===== src/rtl/gesture_evt_pkg.sv =====
// Shared defaults, drop-counter constants and gesture channel indices for gesture_event_queue.
package gesture_evt_pkg;

  localparam int N_GEST_DEF      = 8;
  localparam int FIFO_DEPTH_DEF  = 4;
  localparam int HOLDOFF_CYC_DEF = 5_000_000;

  localparam int                DROP_W   = 8;
  localparam logic [DROP_W-1:0] DROP_MAX = '1;

  // Bit positions of the PAJ7620 gesture status word.
  typedef enum logic [2:0] {
    GEST_UP    = 3'd0,
    GEST_DOWN  = 3'd1,
    GEST_LEFT  = 3'd2,
    GEST_RIGHT = 3'd3,
    GEST_FWD   = 3'd4,
    GEST_BACK  = 3'd5,
    GEST_CW    = 3'd6,
    GEST_CCW   = 3'd7
  } gesture_e;

  function automatic logic [4:0] popcount16(input logic [15:0] v);
    logic [4:0] n;
    n = '0;
    for (int i = 0; i < 16; i++) n = n + {4'd0, v[i]};
    return n;
  endfunction

endpackage


===== src/rtl/gesture_evt_fifo.sv =====
// Show-ahead synchronous FIFO holding gesture indices; head entry is visible on o_data while not empty.
module gesture_evt_fifo #(
  parameter int DEPTH = 4,
  parameter int W     = 3
) (
  input  logic                     clk,
  input  logic                     rst,
  input  logic                     i_push,
  input  logic [W-1:0]             i_data,
  input  logic                     i_pop,
  output logic [W-1:0]             o_data,
  output logic                     o_full,
  output logic                     o_empty,
  output logic [$clog2(DEPTH):0]   o_level
);
  localparam int AW = $clog2(DEPTH);

  logic [W-1:0]  r_mem [DEPTH];
  logic [AW-1:0] r_wr_ptr;
  logic [AW-1:0] r_rd_ptr;
  logic [AW:0]   r_count;
  logic          w_do_push;
  logic          w_do_pop;

  assign o_empty   = (r_count == '0);
  assign o_full    = (r_count == (AW+1)'(DEPTH));
  assign o_level   = r_count;
  assign o_data    = r_mem[r_rd_ptr];
  assign w_do_pop  = i_pop && !o_empty;
  // A pop frees the slot in the same cycle, so a full FIFO can accept a push alongside it.
  assign w_do_push = i_push && (!o_full || w_do_pop);

  always_ff @(posedge clk or posedge rst) begin
    if (rst) begin
      r_wr_ptr <= '0;
      r_rd_ptr <= '0;
      r_count  <= '0;
    end else begin
      if (w_do_push) r_wr_ptr <= r_wr_ptr + 1'b1;
      if (w_do_pop)  r_rd_ptr <= r_rd_ptr + 1'b1;
      case ({w_do_push, w_do_pop})
        2'b10:   r_count <= r_count + 1'b1;
        2'b01:   r_count <= r_count - 1'b1;
        default: r_count <= r_count;
      endcase
    end
  end

  always_ff @(posedge clk) begin
    if (w_do_push) r_mem[r_wr_ptr] <= i_data;
  end

endmodule


===== src/rtl/gesture_event_queue.sv =====
// Edge-detects gesture levels, holds simultaneous edges in a pending set and serialises them into an event FIFO.
// Optional per-channel hold-off lockout is compiled in with GEST_HOLDOFF_EN.
module gesture_event_queue
  import gesture_evt_pkg::*;
#(
  parameter int N_GEST      = N_GEST_DEF,
  parameter int FIFO_DEPTH  = FIFO_DEPTH_DEF,
  parameter int HOLDOFF_CYC = HOLDOFF_CYC_DEF
) (
  input  logic                          clk,
  input  logic                          rst,
  input  logic [N_GEST-1:0]             gest_in,
  output logic                          evt_valid,
  input  logic                          evt_ready,
  output logic [$clog2(N_GEST)-1:0]     evt_id,
  output logic [N_GEST-1:0]             evt_onehot,
  output logic [DROP_W-1:0]             drop_cnt,
  output logic [$clog2(FIFO_DEPTH):0]   fifo_level
);
  localparam int ID_W = $clog2(N_GEST);

  logic [N_GEST-1:0] r_gest_d;
  logic [N_GEST-1:0] r_pending;
  logic [DROP_W-1:0] r_drop_cnt;
  logic [N_GEST-1:0] w_lock;
  logic [N_GEST-1:0] w_edge;
  logic [N_GEST-1:0] w_push_mask;
  logic [N_GEST-1:0] w_merged;
  logic [ID_W-1:0]   w_push_id;
  logic [ID_W-1:0]   w_head_id;
  logic              w_push;
  logic              w_pop;
  logic              w_full;
  logic              w_empty;
  logic [4:0]        w_merged_cnt;
  logic [DROP_W:0]   w_drop_sum;

  assign w_edge = gest_in & ~r_gest_d & ~w_lock;

  always_comb begin
    w_push_id = '0;
    for (int i = N_GEST - 1; i >= 0; i--) begin
      if (r_pending[i]) w_push_id = ID_W'(i);
    end
  end

  assign w_push      = !w_full && (|r_pending);
  assign w_push_mask = w_push ? (N_GEST'(1) << w_push_id) : '0;
  // A fresh edge on the bit being pushed is a new event, not a merge.
  assign w_merged    = w_edge & r_pending & ~w_push_mask;

  assign w_merged_cnt = popcount16(16'(w_merged));
  assign w_drop_sum   = {1'b0, r_drop_cnt} + (DROP_W+1)'(w_merged_cnt);

  always_ff @(posedge clk or posedge rst) begin
    if (rst) begin
      r_gest_d   <= '0;
      r_pending  <= '0;
      r_drop_cnt <= '0;
    end else begin
      r_gest_d   <= gest_in;
      r_pending  <= (r_pending & ~w_push_mask) | w_edge;
      r_drop_cnt <= w_drop_sum[DROP_W] ? DROP_MAX : w_drop_sum[DROP_W-1:0];
    end
  end

`ifdef GEST_HOLDOFF_EN
  localparam int LOCK_W = $clog2(HOLDOFF_CYC + 1);

  logic [LOCK_W-1:0] r_lock_cnt [N_GEST];

  always_ff @(posedge clk or posedge rst) begin
    if (rst) begin
      for (int k = 0; k < N_GEST; k++) r_lock_cnt[k] <= '0;
    end else begin
      for (int k = 0; k < N_GEST; k++) begin
        if (w_edge[k])                r_lock_cnt[k] <= LOCK_W'(HOLDOFF_CYC);
        else if (r_lock_cnt[k] != '0) r_lock_cnt[k] <= r_lock_cnt[k] - 1'b1;
      end
    end
  end

  always_comb begin
    w_lock = '0;
    for (int k = 0; k < N_GEST; k++) w_lock[k] = |r_lock_cnt[k];
  end
`else
  assign w_lock = '0;
`endif

  gesture_evt_fifo #(
    .DEPTH (FIFO_DEPTH),
    .W     (ID_W)
  ) u_fifo (
    .clk     (clk),
    .rst     (rst),
    .i_push  (w_push),
    .i_data  (w_push_id),
    .i_pop   (w_pop),
    .o_data  (w_head_id),
    .o_full  (w_full),
    .o_empty (w_empty),
    .o_level (fifo_level)
  );

  // Handshake: the head event is transferred on any cycle with evt_valid && evt_ready; while evt_valid
  // is high and evt_ready low the head (evt_id/evt_onehot) holds, and evt_valid never drops without a pop.
  assign evt_valid  = !w_empty;
  assign w_pop      = evt_valid && evt_ready;
  assign evt_id     = evt_valid ? w_head_id : '0;
  assign evt_onehot = evt_valid ? (N_GEST'(1) << w_head_id) : '0;
  assign drop_cnt   = r_drop_cnt;

endmodule


===== config.mk =====
export PLATFORM = sky130hd
export DESIGN_NAME = gesture_event_queue
export DESIGN_NICKNAME = d
export VERILOG_FILES = /design/src/rtl/gesture_evt_pkg.sv /design/src/rtl/gesture_evt_fifo.sv /design/src/rtl/gesture_event_queue.sv
export SDC_FILE = /design/constraint.sdc
export NUM_CORES = 1
export LEC_CHECK = 0
export ABC_AREA = 1
export CORE_MARGIN = 2
export CORE_UTILIZATION = 50
export CTS_BUF_LIST = sky130_fd_sc_hd__clkbuf_8
export CTS_CLUSTER_SIZE = 28
export DETAILED_ROUTE_END_ITERATION = 12
export PLACE_DENSITY = 0.89
export SLEW_MARGIN = 10
export SYNTH_ARGS = -nofsm -noshare
export SYNTH_HDL_FRONTEND = slang
export SYNTH_HIERARCHICAL = 1
export SYNTH_SLANG_ARGS = --single-unit

===== constraint.sdc =====
create_clock -name clk -period 4.1 [get_ports clk]
set_clock_uncertainty 0.2 [all_clocks]
set_input_delay 0.615 -clock clk [delete_from_list [all_inputs] [get_ports clk]]
set_output_delay 0.615 -clock clk [all_outputs]
set_load 0.01 [all_outputs]

==> impl_metrics.ini <==
[yosys]
synth-async-reset-ratio_pct = 72.1
postSynthAreaPerCell_um2 = 8.64
yosys_warnings = 6
synth_edf_count = 12
synth_most_common_cell = nand2_1
ys_ff_latch = 43
netlist_area_mm2 = 0.00237
yosysTopAreaCell = dfrtp_1
ys_types = 25
syn-num-nets = 301
syn_inst = 274
synth_area_leaders = dfrtp_1, edfxtp_1, nand2_1
ys_seq_area_share_pct = 48.0
netlist.area_leader.share_pct = 32.8
synthTopCellsByCount = nand2_1, inv_1, nor2_1
synthFlopType = dfrtp_1

[grt]
grt.overflow.total = 0
grtUsageMet3_pct = 4.70
grt_pass1_wl_mm = 8.22
grt_util_met2_pct = 38.5
grt_pass1_vias = 1946
grt.busiest_layer = met2
grt_max_degree = 25
use_met1_pct = 21.2
grt_antenna_before_repair = 0
track_usage_pct = 20.5

[critical_path]
crit_required_ns = 4.09
crit_arrival_ns = 4.52
critPathMaxFanout = 4
crit_type = flip-flop to flip-flop
cp-start-kind = flip-flop
endpoint_kind = flip-flop

[floorplan]
row_count = 25
core_area_mm2 = 0.00463
initial_utilization_pct = 51.1
die_h_um = 72.8
io_pins = 34
die_w_um = 72.8
dieArea_mm2 = 0.00530

[routing]
routed_wl_mm = 4.83
drt_first_pass_iters = 4
antenna_left = 0
drc_errors = 0
drtIter0Drc = 47
vias = 1946
wire_per_inst_um = 12.0
vias_per_cell = 4.83

[power_and_ir_drop]
ir_drop_mv = 0.500
powerDensity_mw_per_mm2 = 793
leakage_uw = 0.00164

[placed_design]
dpl.hpwl_mm = 3.52
portBuffers = 33
globalplace.congestion = 0.847

[sta]
post-route-period-util_pct = 110
min_period_ns = 4.53
hold_viol_final = 0
tightestPinTransition_ns = 0.939
setup_violations = 8
timing.fmax_mhz = 221
drv_slew = 0
layout_setup_ws_ns = -0.425
rsz0062_at_grt = yes
relSlewSlack_pct = 37.3
finalSetupTns_ns = -3.18

[clock_tree]
cts_buffers = 5
clkLatencyLatePin_ns = 0.30
root_buffer = clkbuf_8
htreeDepth = 2
clock_sinks = 43
cts_tree = yes
clockBufferDepth = 2
hold_buffers = 0
clkTransAtPathRegs_ns = 0.09

[hold_path]
hp-class = flip-flop to flip-flop

[final_layout]
num_antenna_cells = 0
fill_cells = 337
post-route-util_pct = 68.5
final_nets = 375
syn2layout_area_growth_pct = 34.0
drive_gt1_share_pct = 26.4

[outcome]
status = complete, but fails checks
violations = negative setup slack

[flow_run]
cap_violations = 0
==> flip-flops by register name, summed over array words and instances, names as in the netlist <==
| name | cells |
|---|---|
| drop_cnt | 8 |
| r_gest_d | 8 |
| r_pending | 8 |
| u_fifo/o_level | 3 |
| u_fifo/r_mem | 12 |
| u_fifo/r_rd_ptr | 2 |
| u_fifo/r_wr_ptr | 2 |
==> cells in the final DEF (no fill, tap or decap), types with 3 or more instances in the layout <==
cell type,n
a21oi_1,3
buf_4,34
clkbuf_8,5
clkdlybuf4s50_1,33
dfrtp_1,30
edfxtp_1,12
fa_1,4
ha_1,10
inv_1,53
inv_2,9
nand2_1,52
nand2_2,15
nand3_1,9
nand3_2,6
nor2_1,31
nor2_2,5
nor2_4,5
o21ai_0,8
o22ai_1,3
==> worst paths after layout <==
path | start | end | slack, ns | cells past startpoint
min in group asynchronous | rst | u_fifo/o_level[2]$_DFFE_PP0P_ | 0.38 | 2
hold / removal | r_gest_d[1]$_DFF_PP0_ | r_pending[1]$_DFF_PP0_ | 0.30 | 1
hold reg to reg | r_gest_d[1]$_DFF_PP0_ | r_pending[1]$_DFF_PP0_ | 0.30 | 1
max in group asynchronous | rst | r_pending[5]$_DFF_PP0_ | 2.45 | 2
setup reg to reg | r_pending[4]$_DFF_PP0_ | drop_cnt[3]$_DFF_PP0_ | -0.43 | 22
setup / recovery | r_pending[4]$_DFF_PP0_ | drop_cnt[3]$_DFF_PP0_ | -0.43 | 22
==> metal layers <==
metal	up-vias	wire [µm]
met5	-	0
met4	0	173
met3	15	202
met2	49	2630
met1	903	1820
li1	979	-
==> cell type report <==
class	count	area, µm²	area share (%)
flip-flops and latches	43	1140	35.8
clock buffers	5	68.8	2.17
clock inverters	3	15.0	0.473
inverters	61	229	7.22
multi-input cells	170	1070	33.7
well taps	54	67.6	2.13
repair buffers	67	586	18.5
==> power breakdown <==
group	switching, µW	internal [µW]	total [µW]
Combinational	812	713	1520
Sequential	111	626	737
Clock	136	117	253
Total	1060	1460	2510
==> repair_timing <==
| action | 4_1_cts | 5_1_grt |
|---|---|---|
| setup buffers | 10 | 1 |
| pin swaps | 3 | 9 |
| endpoints found under the setup margin | 8 | 8 |
| gates cloned | 0 | 0 |
| resized for setup | 8 | 10 |
| hold endpoints to repair | 0 | 0 |
==> metrics by stage <==
step | power (µW) | hold slack, ns | area (µm²) | instances | setup WS (ns)
2_1_floorplan | 1560 | 0.218 | 2380 | 274 | -0.0950
3_3_place_gp | 2070 | 0.245 | 2950 | 384 | -0.410
3_5_place_dp | 2150 | 0.289 | 2950 | 384 | -0.530
4_1_cts | 2470 | 0.298 | 3140 | 402 | -0.270
5_1_grt | 2730 | 0.321 | 3170 | 403 | -0.631
6_report | 2510 | 0.299 | 3170 | 403 | -0.425
==> cells by family (layout without fill, tap and decap cells) <==
family	Yosys count	count (layout)	synth area share, %
AND/OR/NAND/NOR	132	132	25.9
adder cells (fa/ha/maj)	16	16	10.4
XOR/XNOR	2	2	0.740
buffers and inverters	61	136	9.67
AO/OA/AOI/OAI	20	20	5.34
flip-flops	43	43	48.0
==> critical path: stages (launching register included) <==
cell	delay (ns)
dfrtp_1	0.40
nor2_2	0.15
nand3_2	0.11
nand2_2	0.09
inv_2	0.04
nor2_4	0.15
nand2_2	0.08
nand2_2	0.07
nor2_2	0.04
fa_1	0.50
inv_1	0.05
fa_1	0.50
inv_2	0.05
fa_1	0.50
fa_2	0.42
fa_2	0.36
nand2_2	0.07
inv_2	0.04
o21ai_2	0.13
nand2_2	0.08
nand4_1	0.13
buf_4	0.17
o21ai_1	0.07
(Power assumes the default switching activity.)
==> edit: new RTL, same flow settings <==
Take the reset off `r_pending` and load it in a clocked block of its own.
--- a/src/rtl/gesture_event_queue.sv
+++ b/src/rtl/gesture_event_queue.sv
@@ -57,3 +57,2 @@
       r_gest_d   <= '0;
-      r_pending  <= '0;
       r_drop_cnt <= '0;
@@ -61,5 +60,8 @@
       r_gest_d   <= gest_in;
-      r_pending  <= (r_pending & ~w_push_mask) | w_edge;
       r_drop_cnt <= w_drop_sum[DROP_W] ? DROP_MAX : w_drop_sum[DROP_W-1:0];
     end
+  end
+
+  always_ff @(posedge clk) begin
+    r_pending <= (r_pending & ~w_push_mask) | w_edge;
   end
Check against the original RTL: not equivalent (Yosys sat finds a counterexample within 4 cycles, from zero or initial values and one cycle with rst high).
==> edit against the original RTL <==
The run still ends with setup timing left. Area after synthesis decreased by 2.7%. Power increased by 4.9%. Sequential cell count unchanged. Final area decreased by 1.3%. Via count decreased by 0.36%. Hold slack got worse by 13 ps. Utilization increased by 2.9 points. Setup slack improved by 350 ps. Sequential share of layout area decreased by 0.67 points. Wire length increased by 3.5%. Global-route usage increased by 0.25 points. Critical endpoint unchanged. Largest cell class unchanged. Highest routed layer unchanged.
==> edit: results (changes against the original RTL) <==
.. list-table::
   :header-rows: 1

   * - Metric
     - Value
   * - Status
     - complete, but fails checks
   * - Violations in the final reports
     - setup timing
   * - Worst reg2reg startpoint
     - u_fifo/o_level[1]
   * - Weighted congestion at the end of routability-driven global placement
     - 0.914 (+8.0%)
   * - Sequential-to-total area share from yosys stat
     - 0.476 (-0.00383)
   * - Top cell types by occurrence after synthesis
     - 57 x sky130_fd_sc_hd__inv_1, 54 x sky130_fd_sc_hd__nand2_1, 33 x sky130_fd_sc_hd__nor2_1, 23 x sky130_fd_sc_hd__dfrtp_1, 13 x sky130_fd_sc_hd__nand3_1
   * - Slowest stage delay, CP
     - 530 ps (+30 ps)
   * - Global-route usage over all layers
     - 0.208 (+0.00252)
   * - Maximum number of pins on one net before global-route repair
     - 17 (-32%)
   * - Filler cells
     - 318 (-5.6%)
   * - Nets in the synthesized netlist
     - 298 (-1.0%)
   * - Setup violators final
     - 8 (unchanged)
   * - Number of global-route vias before repair
     - 1958 (+0.62%)
   * - Layout cell share with drive strength beyond 1
     - 0.261 (-0.00261)
   * - Register with the most flip-flops
     - u_fifo/r_mem
   * - Number of distinct library cells after synthesis
     - 26 (+4.0%)
   * - Average detailed-routed wire length per instance
     - 12.7 µm (+6.1%)
   * - Async SR Flop Fraction
     - 0.535 (-0.186)
   * - Placed wire-length estimate
     - 3640 µm (+3.2%)
   * - Iteration count of the initial detailed-routing pass
     - 5 (+1)
   * - Largest vdd supply drop
     - 0.528 mV (+5.6%)
   * - Global-route wire length before repair
     - 8290 µm (+0.75%)
   * - Slew at the pin closest to its max-slew limit
     - 617 ps (-322 ps)
   * - Via count of the routed design
     - 1939 (-0.36%)
   * - # nets final
     - 367 (-2.1%)
   * - Most area-consuming cells after synthesis
     - sky130_fd_sc_hd__dfrtp_1 25%, sky130_fd_sc_hd__edfxtp_1 16%, sky130_fd_sc_hd__inv_1 9.3%, sky130_fd_sc_hd__nand2_1 8.8%, sky130_fd_sc_hd__dfxtp_1 7.0%
   * - Crit-path max FO
     - 3 (-1)
   * - Leakage power
     - 1.61 nW (-1.7%)
   * - Final worst setup slack
     - -75.1 ps (+350 ps)
   * - Cell count of the worst reg-to-reg path
     - 23 (+4.5%)
   * - Worst-case hold path end point
     - r_pending[2]
   * - Hold_sp
     - r_gest_d[2]
   * - Final TNS setup
     - -476 ps (+2700 ps)
   * - Number of violations reported at the end of detailed-routing iteration 0
     - 56 (+19%)
-- edit: cell types whose count changed in the layout (fill, tap and decap cells not counted), sizes merged, moves of 2 or more --
cell / change
dlygate4sd2: +2
clkdlybuf4s50: -2
nand2: -7
dfxtp: +8
bufinv: +2
nor2: -3
buf: -5
dfrtp: -8
o21ai: +3
-- edit: worst max-delay path by stage --
stage,startpoint,endpoint,slack [ps],cells after the start
2_1_floorplan,u_fifo/o_level[1],drop_cnt[2],20,22
4_1_cts,u_fifo/o_level[1],drop_cnt[6],-6,23
5_1_grt,u_fifo/o_level[1],drop_cnt[6],-230,23
3_3_place_gp,gest_in[0],drop_cnt[3],-340,18
3_5_place_dp,gest_in[0],drop_cnt[2],-480,18
6_report,u_fifo/o_level[1],drop_cnt[3],-80,23
-- edit: layer usage --
layer / share of wire / track usage / up-vias
li1: - / - / 977
met1: 0.39 / 0.228 / 909
met2: 0.56 / 0.397 / 42
met3: 0.039 / 0.0450 / 11
met4: 0.016 / 0.0608 / 0
met5: 0 / 0 / -
-- edit: stage by stage --
step	power, W	worst slack, ps	std cells	hold slack (ps)	cell area [µm²]
after floorplan	0.00151	15.4	271	218	2320
after global placement	0.00199	-337	372	244	2830
after detailed placement	0.00207	-483	372	258	2830
after CTS	0.00256	-5.82	389	284	3070
after global routing	0.00286	-233	393	306	3130
final	0.00264	-75.1	393	286	3130
-- edit: kinds of logic after synthesis --
group                      Yosys count  synth area share
AOI/OAI and AO/OA                   24            0.0598
xor gates and xnor gates             2           0.00761
adders and majority gates           16             0.107
buffers and inverters               61            0.0995
DFF                                 43             0.476
and+or+nand+nor                    125             0.251
-- edit: power breakdown --
part,internal [W],switching (W),leakage [nW]
clock network,0.000241,0.000141,0.0695
logic,0.000719,0.000796,1.09
registers,0.000628,0.000113,0.452
-- edit: final cells by class --
type | instances | area [µm²] | area share
Sequential cell | 43 | 1100 | 0.352
Multi-Input combinational cell | 167 | 1050 | 0.337
Timing Repair Buffer | 62 | 546 | 0.174
Inverter | 61 | 231 | 0.0739
Clock buffer | 5 | 68.8 | 0.0220
Tap cell | 52 | 65.1 | 0.0208
Clock inverter | 3 | 63.8 | 0.0204
-- edit: critical path: cells and delay by family, from the launching register on --
| family | cells | cell delay, ps |
|---|---|---|
| adders and majority gates | 5 | 2100 |
| DFF | 1 | 390 |
| buffers and inverters | 8 | 570 |
| AOI/OAI and AO/OA | 3 | 270 |
| and+or+nand+nor | 7 | 560 |
-- edit: repair_timing --
| action | in CTS | in global routing |
|---|---|---|
| endpoints found under the setup margin | 8 | 8 |
| hold endpoints to repair | 0 | 0 |
| setup buffers | 9 | 4 |
| pin swaps | 17 | 1 |
| resized for setup | 24 | 8 |
